--- src/rtl/obi_wb_pkg.sv ---
// Shared types and helpers for the OBI-to-Wishbone responder.
package obi_wb_pkg;

   typedef enum logic [2:0] {
      ST_IDLE,
      ST_RD,
      ST_RMW_RD,
      ST_WR,
      ST_RMW_WR,
      ST_RESP
   } state_t;

   localparam logic [3:0] OBI_BE_FULL = 4'hF;

   // Byte-lane merge: enabled lanes come from the OBI write data, the rest
   // keep what the bus returned during the read phase of an RMW.
   function automatic logic [31:0] be_merge(input logic [31:0] wdata,
                                            input logic [31:0] rdata,
                                            input logic [3:0]  be);
      logic [31:0] merged;
      for (int i = 0; i < 4; i++) begin
         merged[8*i +: 8] = be[i] ? wdata[8*i +: 8] : rdata[8*i +: 8];
      end
      return merged;
   endfunction

endpackage

--- src/rtl/obi_wb_responder.sv ---
// OBI responder driving Wishbone-classic cycles. One request outstanding;
// partial-byte writes become read-modify-write; a bus timeout forces completion.
//
// state     | meaning
// ----------+--------------------------------------------------------------
// ST_IDLE   | grant follows req, latch request on handshake
// ST_RD     | Wishbone read for an OBI read
// ST_RMW_RD | Wishbone read for a partial write, merge lanes on ack
// ST_WR     | Wishbone write of a full-word OBI write
// ST_RMW_WR | Wishbone write of the merged word (cyc low on first cycle)
// ST_RESP   | one-cycle rvalid pulse back to the core
module obi_wb_responder
   import obi_wb_pkg::*;
#(
   parameter int unsigned TIMEOUT_CYCLES = 16,
   parameter logic [31:0] ERR_RDATA      = 32'h0000_0000
) (
   input  logic        clk,
   input  logic        rst,
   input  logic        req_i,
   output logic        gnt_o,
   input  logic [31:0] addr_i,
   input  logic        we_i,
   input  logic [3:0]  be_i,
   input  logic [31:0] wdata_i,
   output logic        rvalid_o,
   output logic [31:0] rdata_o,
   output logic        err_o,
   output logic        wb_cyc_o,
   output logic        wb_stb_o,
   output logic        wb_we_o,
   output logic [31:0] wb_addr_o,
   output logic [31:0] wb_data_o,
   input  logic [31:0] wb_data_i,
   input  logic        wb_ack_i
);

   localparam int unsigned CNT_W = (TIMEOUT_CYCLES > 0) ? $clog2(TIMEOUT_CYCLES + 1) : 1;
   localparam logic [CNT_W-1:0] CNT_LIM = CNT_W'(TIMEOUT_CYCLES);

   state_t           state, state_nxt;
   logic [CNT_W-1:0] cnt, cnt_inc;
   logic [3:0]       be_q;
   logic             ack, expire, bus_state, cyc_nxt, we_nxt;
   logic             addr_lsb_unused;

   // Word-aligned bus: the byte offset of the OBI address is not needed.
   assign addr_lsb_unused = ^addr_i[1:0];

   // Next-state decode, grant, timeout detection and next bus-control values.
   always_comb begin
      state_nxt = state;
      gnt_o     = 1'b0;
      bus_state = state inside {ST_RD, ST_RMW_RD, ST_WR, ST_RMW_WR};
      ack       = wb_ack_i & wb_cyc_o;
      cnt_inc   = cnt + CNT_W'(1);
      expire    = (TIMEOUT_CYCLES != 0) && bus_state && !ack && (cnt_inc == CNT_LIM);
      case (state)
         ST_IDLE: begin
            gnt_o = req_i & ~rst;
            if (gnt_o) begin
               if (!we_i)                   state_nxt = ST_RD;
               else if (be_i == OBI_BE_FULL) state_nxt = ST_WR;
               else if (be_i == 4'h0)        state_nxt = ST_RESP;
               else                          state_nxt = ST_RMW_RD;
            end
         end
         ST_RD: begin
            if (ack || expire) state_nxt = ST_RESP;
         end
         ST_RMW_RD: begin
            if (ack)         state_nxt = ST_RMW_WR;
            else if (expire) state_nxt = ST_RESP;
         end
         ST_WR, ST_RMW_WR: begin
            if (ack || expire) state_nxt = ST_RESP;
         end
         ST_RESP:  state_nxt = ST_IDLE;
         default:  state_nxt = ST_IDLE;
      endcase
      cyc_nxt = (state_nxt inside {ST_RD, ST_RMW_RD, ST_WR}) ||
                (state == ST_RMW_WR && state_nxt == ST_RMW_WR);
      we_nxt  = cyc_nxt && (state_nxt inside {ST_WR, ST_RMW_WR});
   end

   // State register.
   always_ff @(posedge clk) begin
      if (rst) state <= ST_IDLE;
      else     state <= state_nxt;
   end

   // Registered bus/response outputs, request buffers and timeout counter.
   always_ff @(posedge clk) begin
      if (rst) begin
         cnt       <= '0;
         be_q      <= '0;
         wb_cyc_o  <= 1'b0;
         wb_stb_o  <= 1'b0;
         wb_we_o   <= 1'b0;
         wb_addr_o <= '0;
         wb_data_o <= '0;
         rvalid_o  <= 1'b0;
         err_o     <= 1'b0;
         rdata_o   <= '0;
      end else begin
         cnt      <= (state_nxt != state || !bus_state) ? '0 : cnt_inc;
         wb_cyc_o <= cyc_nxt;
         wb_stb_o <= cyc_nxt;
         wb_we_o  <= we_nxt;
         rvalid_o <= (state_nxt == ST_RESP);
         err_o    <= 1'b0;
         if (req_i && gnt_o) begin
            wb_addr_o <= {addr_i[31:2], 2'b00};
            wb_data_o <= wdata_i;
            be_q      <= be_i;
         end
         if (state == ST_RMW_RD && ack) begin
            wb_data_o <= be_merge(wb_data_o, wb_data_i, be_q);
         end
         if (state_nxt == ST_RESP) begin
            err_o <= expire;
            if (expire)                    rdata_o <= ERR_RDATA;
            else if (state == ST_RD && ack) rdata_o <= wb_data_i;
            else                           rdata_o <= '0;
         end
      end
   end

endmodule
--- config.mk ---
export PLATFORM = sky130hd
export DESIGN_NAME = obi_wb_responder
export DESIGN_NICKNAME = d
export VERILOG_FILES = /design/src/rtl/obi_wb_pkg.sv /design/src/rtl/obi_wb_responder.sv
export SDC_FILE = /design/constraint.sdc
export NUM_CORES = 1
export LEC_CHECK = 0
export CORE_MARGIN = 1.5
export CORE_UTILIZATION = 44
export CTS_CLUSTER_SIZE = 12
export DETAILED_ROUTE_END_ITERATION = 8
export PLACE_DENSITY = 0.85
export REMOVE_ABC_BUFFERS = 1
export SETUP_SLACK_MARGIN = 0.1
export SLEW_MARGIN = 40
export SYNTH_ARGS = -nofsm -noshare
export SYNTH_HDL_FRONTEND = slang
export SYNTH_SLANG_ARGS = --single-unit
--- constraint.sdc ---
create_clock -name clk -period 3.1 [get_ports clk]
set_input_delay 0.62 -clock clk [delete_from_list [all_inputs] [get_ports clk]]
set_output_delay 0.62 -clock clk [all_outputs]
set_load 0.02 [all_outputs]
After elaboration in Yosys (flattened, before gate mapping)
Index checks and enable logic that the tools add are counted.
{"block": "totals", "ff_bits": 110, "out_inout_bits": 102, "word_cells": 76, "in_bits": 105}
{"block": "classes", "n_mux": 17, "eq_ne": 16, "reduce_logical": 25, "bitwise_logic": 4, "addsub": 1}
{"operator": "two-way mux 32 bit", "count": 4}
{"operator": "two-way mux 8 bit", "count": 4}
{"operator": "two-way mux 3 bit", "count": 7}
{"operator": "== test 3 x 2 -> 1 bit, second input constant", "count": 4}
{"operator": "== test 3 bit, second input constant", "count": 3}
{"operator": "case mux 3 bit (3 select lines)", "count": 1}
{"operator": "inequality test 2 bit, second input constant", "count": 4}
{"operator": "AND reduction 2 bit", "count": 4}
{"operator": "logical AND 1 bit", "count": 7}
{"operator": "== test 3 x 1 -> 1 bit, second input constant", "count": 2}
{"operator": "adder 5 x 1 -> 5 bit, second input constant", "count": 1}
{"operator": "== test 5 bit, second input constant", "count": 1}
{"operator": "== test 4 bit, second input constant", "count": 1}
{"operator": "logical NOT 4 bit", "count": 1}
{"operator": "nonzero test 2 bit", "count": 2}
{"operator": "nonzero test 4 bit", "count": 1}
{"operator": "OR reduction 2 bit", "count": 2}
{"operator": "logical NOT 3 bit", "count": 1}
{"operator": "logical OR 1 bit", "count": 3}
{"operator": "inequality test 3 bit", "count": 1}
{"operator": "nonzero test 3 bit", "count": 1}
{"operator": "OR reduction 3 bit", "count": 1}
{"operator": "AND 1 bit", "count": 2}
{"operator": "logical NOT 1 bit", "count": 2}
{"operator": "2 further kinds", "count": 3}

Logic depth before layout (Yosys ltp)
{"block": "logic_depth", "depth_word": 11, "mapped_depth": 8, "mapped_depth_nobuf": 6}

Worst setup path after synthesis
OpenSTA, ideal clock, no wires.
{"block": "synth_path", "kind": "input to output", "from": "in rst", "to": "out gnt_o", "cell_stages": 6, "arrival_time_ps": 1753, "required_time_ps": 2480, "slack_ps": 727, "cell_sequence": "clkbuf_1 > nor2_2 > nand3_4 > inv_2 > buf_6 > clkbuf_1"}
{"block": "synth_via", "elab_chain_len": 3}
{"item": "start: declaration", "line_no": "obi_wb_responder.sv:19", "source": "input logic rst,"}
{"item": "inverter 1 bit", "line_no": "obi_wb_responder.sv:60", "source": "gnt_o = req_i & ~rst;"}
{"item": "AND 1 bit", "line_no": "obi_wb_responder.sv:60"}
{"item": "two-way mux 1 bit", "line_no": "obi_wb_responder.sv:58", "source": "case (state)"}
{"item": "end: declaration", "line_no": "obi_wb_responder.sv:21", "source": "output logic gnt_o,"}
Every way passes these cells.

Worst setup path in the final report
{"block": "layout_path", "from": "in req_i", "to": "out gnt_o"}
{"block": "layout_via", "elab_chain_len": 2}
{"item": "start: declaration", "line_no": "obi_wb_responder.sv:20", "source": "input logic req_i,"}
{"item": "AND 1 bit", "line_no": "obi_wb_responder.sv:60"}
{"item": "two-way mux 1 bit", "line_no": "obi_wb_responder.sv:58"}
Every way passes these cells.

==> impl_metrics.tcl <==
set metrics [dict create \
    synth_area_leaders "dfxtp_1, nand2_1, o21ai_0" \
    worst_setup_path_end_kind "output port" \
    rows 36 \
    p_sw_w 0.0008173 \
    htreeDepth 3 \
    synth_cells 544 \
    vias_per_cell 5.153 \
    multi_input_area_sq_um 2009 \
    post-route-min-period_ns 2.748 \
    async_flop_share 0 \
    maxCapViolations 0 \
    ant_nets 0 \
    grt_use_total 0.2434 \
    n_fill_cell 778 \
    max_stage_delay_ns 0.66 \
    synthesis.area_sq_um 4428 \
    worst_slew_pin_slew_ns 0.6501 \
    yosysTopAreaCell "dfxtp_1" \
    dpl.hpwl_mm 9.714 \
    clock_sinks 110 \
    cts_tree "done" \
    clock.fmax_mhz 364.0 \
    core_area_sq_um 9774 \
    areaGrowthSynthToFinish_pct 51.06 \
    hold_viol_final 0 \
    first_iter_violations 115 \
    cp-start-kind "input port" \
    cp_common_cell "clkdlybuf4s50_1" \
    slew_headroom 0.5666 \
    nets 834 \
    ys_ff_latch 110 \
    intPower_w 0.002227 \
    wl_per_cell_microns 15.29 \
    path_depth 4 \
    grt_start_max_net_pins 68 \
    cts_resized 0 \
    die_w_microns 103.3 \
    drv_slew 0 \
    slowest_stage "clkdlybuf4s50_1" \
    cts_max_path_buffers 2 \
    layout_commonest_cell "clkdlybuf4s50_1" \
    p_leak_nw 2.428 \
    seqCellArea_sq_um 2202 \
    pre_cts_ws_ns 0.1906 \
    yosysWarnings 0 \
    layout-drive-gt1-share 0.05601 \
    fp.dieArea_sq_um 10670 \
    overflow 0 \
    final_util 0.6843 \
    drc 0 \
    yosysUniqueCellTypes 42 \
    critPathMaxFanout 9 \
    synth_top_area_frac 0.4973 \
    clock_latency_ns 0.36 \
    dieHeight_microns 103.3 \
    drt_pass1_iterations 4 \
    io_buffers 202 \
    timing.final.ws_setup_ns 0.3524 \
    synth_edf_count 0 \
    post_cts_buffers 0 \
    hold_ws_ns 0.4632 \
    diodes 0 \
    layout_common_cells "clkdlybuf4s50_1, nand2_1, dfxtp_1" \
    setup_viol 0 \
    ir_drop_mv 0.2937 \
    hp-class "register to register" \
    clk_pin_slew_ns 0.09 \
    finalCritPeriodShare 0.8863 \
    ys_seq_area_frac 0.4973 \
    critPathKind "input port to output port" \
    cp_top_family "buffers and inverters" \
    finalWeightedCongestion 0.9016 \
    ys_dominant_reg_cell "dfxtp_1" \
    num_vias 4457 \
    antenna_found_initial 0 \
    cts_root_buffer "clkbuf_8" \
    avgSynthCellArea_sq_um 8.140 \
    seqPwrFrac 0.509 \
    comb_power_share 0.202 \
    crit_chain "clkdlybuf4s50_1, nand3_4, inv_2, clkdlybuf4s50_1" \
    drt_wl_total_mm 13.23 \
    worst_r2r_path_depth 8 \
    grt_pass1_vias 4256 \
    status "completed" \
    grt_pass1_wl_mm 20.11 \
    holdPathStages 2 \
    num_io_pins 207 \
    switching_share 0.2685 \
    path_buf_inv 3 \
    cts_hold_buf 0 \
    crit_required_ns 2.48 \
    cp.arrival_ns 2.13 \
    p_clk_frac 0.289 \
    initial_core_util 0.4530 \
    grt_setup_unrepaired "no" \
    cts_buffers 9 \
    fin_skew_ns 0.008609 \
    power.density_nw_per_um2 455.1 \
]
metrics by stage:
step	total power (W)	TNS (ns)	instances	instance area, sq um
finish	0.003044	0	865	6689
CTS	0.003065	0	865	6689
detailed placement	0.002196	0	849	6487
global route	0.003176	0	865	6689
global placement	0.002178	0	849	6485
floorplan	0.001837	-12.19	504	4215
cells in the mapped netlist (4+ instances only):
library cell	instances
o21ai_0	64
nor3_1	4
and3_1	7
xnor2_1	4
nor4_1	4
buf_6	6
a21oi_1	4
nand2_1	190
a21o_1	4
dfxtp_1	110
clkbuf_1	27
nor2_1	38
a311oi_1	34
o21ai_4	4
buf_2	4
power by group through the flow:
stage | Combinational, W | Clock (W) | Sequential, W
floorplan | 0.000167 | 0 | 0.00167
global route | 0.000659 | 0.000957 | 0.00156
global placement | 0.000601 | 0 | 0.00158
CTS | 0.000618 | 0.000898 | 0.00155
finish | 0.000616 | 0.000879 | 0.00155
detailed placement | 0.000614 | 0 | 0.00158
worst min-delay path, cell delays in order, from the launching register on:
cell     delay, ns
dfxtp_1       0.32
nand2_1       0.05
o21ai_0       0.06
flip-flops by register name, summed over array words and instances, names as in the netlist:
signal and cells:
err_o 1, wb_addr_o 30, rdata_o 32, wb_stb_o 1, wb_data_o 32, cnt 5, wb_we_o 1, rvalid_o 1
be_q 4, state 3
final timing paths:
kind	start	endpoint	slack, ns
max	req_i	gnt_o	0.35
min	wb_addr_o[28]	wb_addr_o[28]	0.46
max reg2reg	state[0]	rdata_o[9]	0.68
min reg2reg	wb_addr_o[28]	wb_addr_o[28]	0.46
cells by family after synthesis:
group | count (synthesis) | synth area share
DFF | 110 | 0.4973
adders and majority gates | 2 | 0.005650
other | 1 | 0.0008469
AOI/OAI and AO/OA | 117 | 0.1837
buffers and inverters | 45 | 0.05227
xor gates and xnor gates | 5 | 0.009889
and+or+nand+nor | 264 | 0.2504
layer usage:
metal  up-vias  part of all wire  GRT usage
met4         0             0.019     0.1008
met3        20             0.096    0.07191
met2       186              0.49     0.4352
li1       2196                 -          -
met5         -                 0          0
met1      2055              0.39     0.2702
final cells by class:
cell class	count	share of cell area
Sequential cell	110	0.3292
Timing Repair Buffer	212	0.3128
Multi-Input combinational cell	390	0.3004
Tap cell	133	0.02488
Clock buffer	13	0.02376
Clock inverter	3	0.006360
Inverter	4	0.002619
Power figures use the tool's default switching activity.
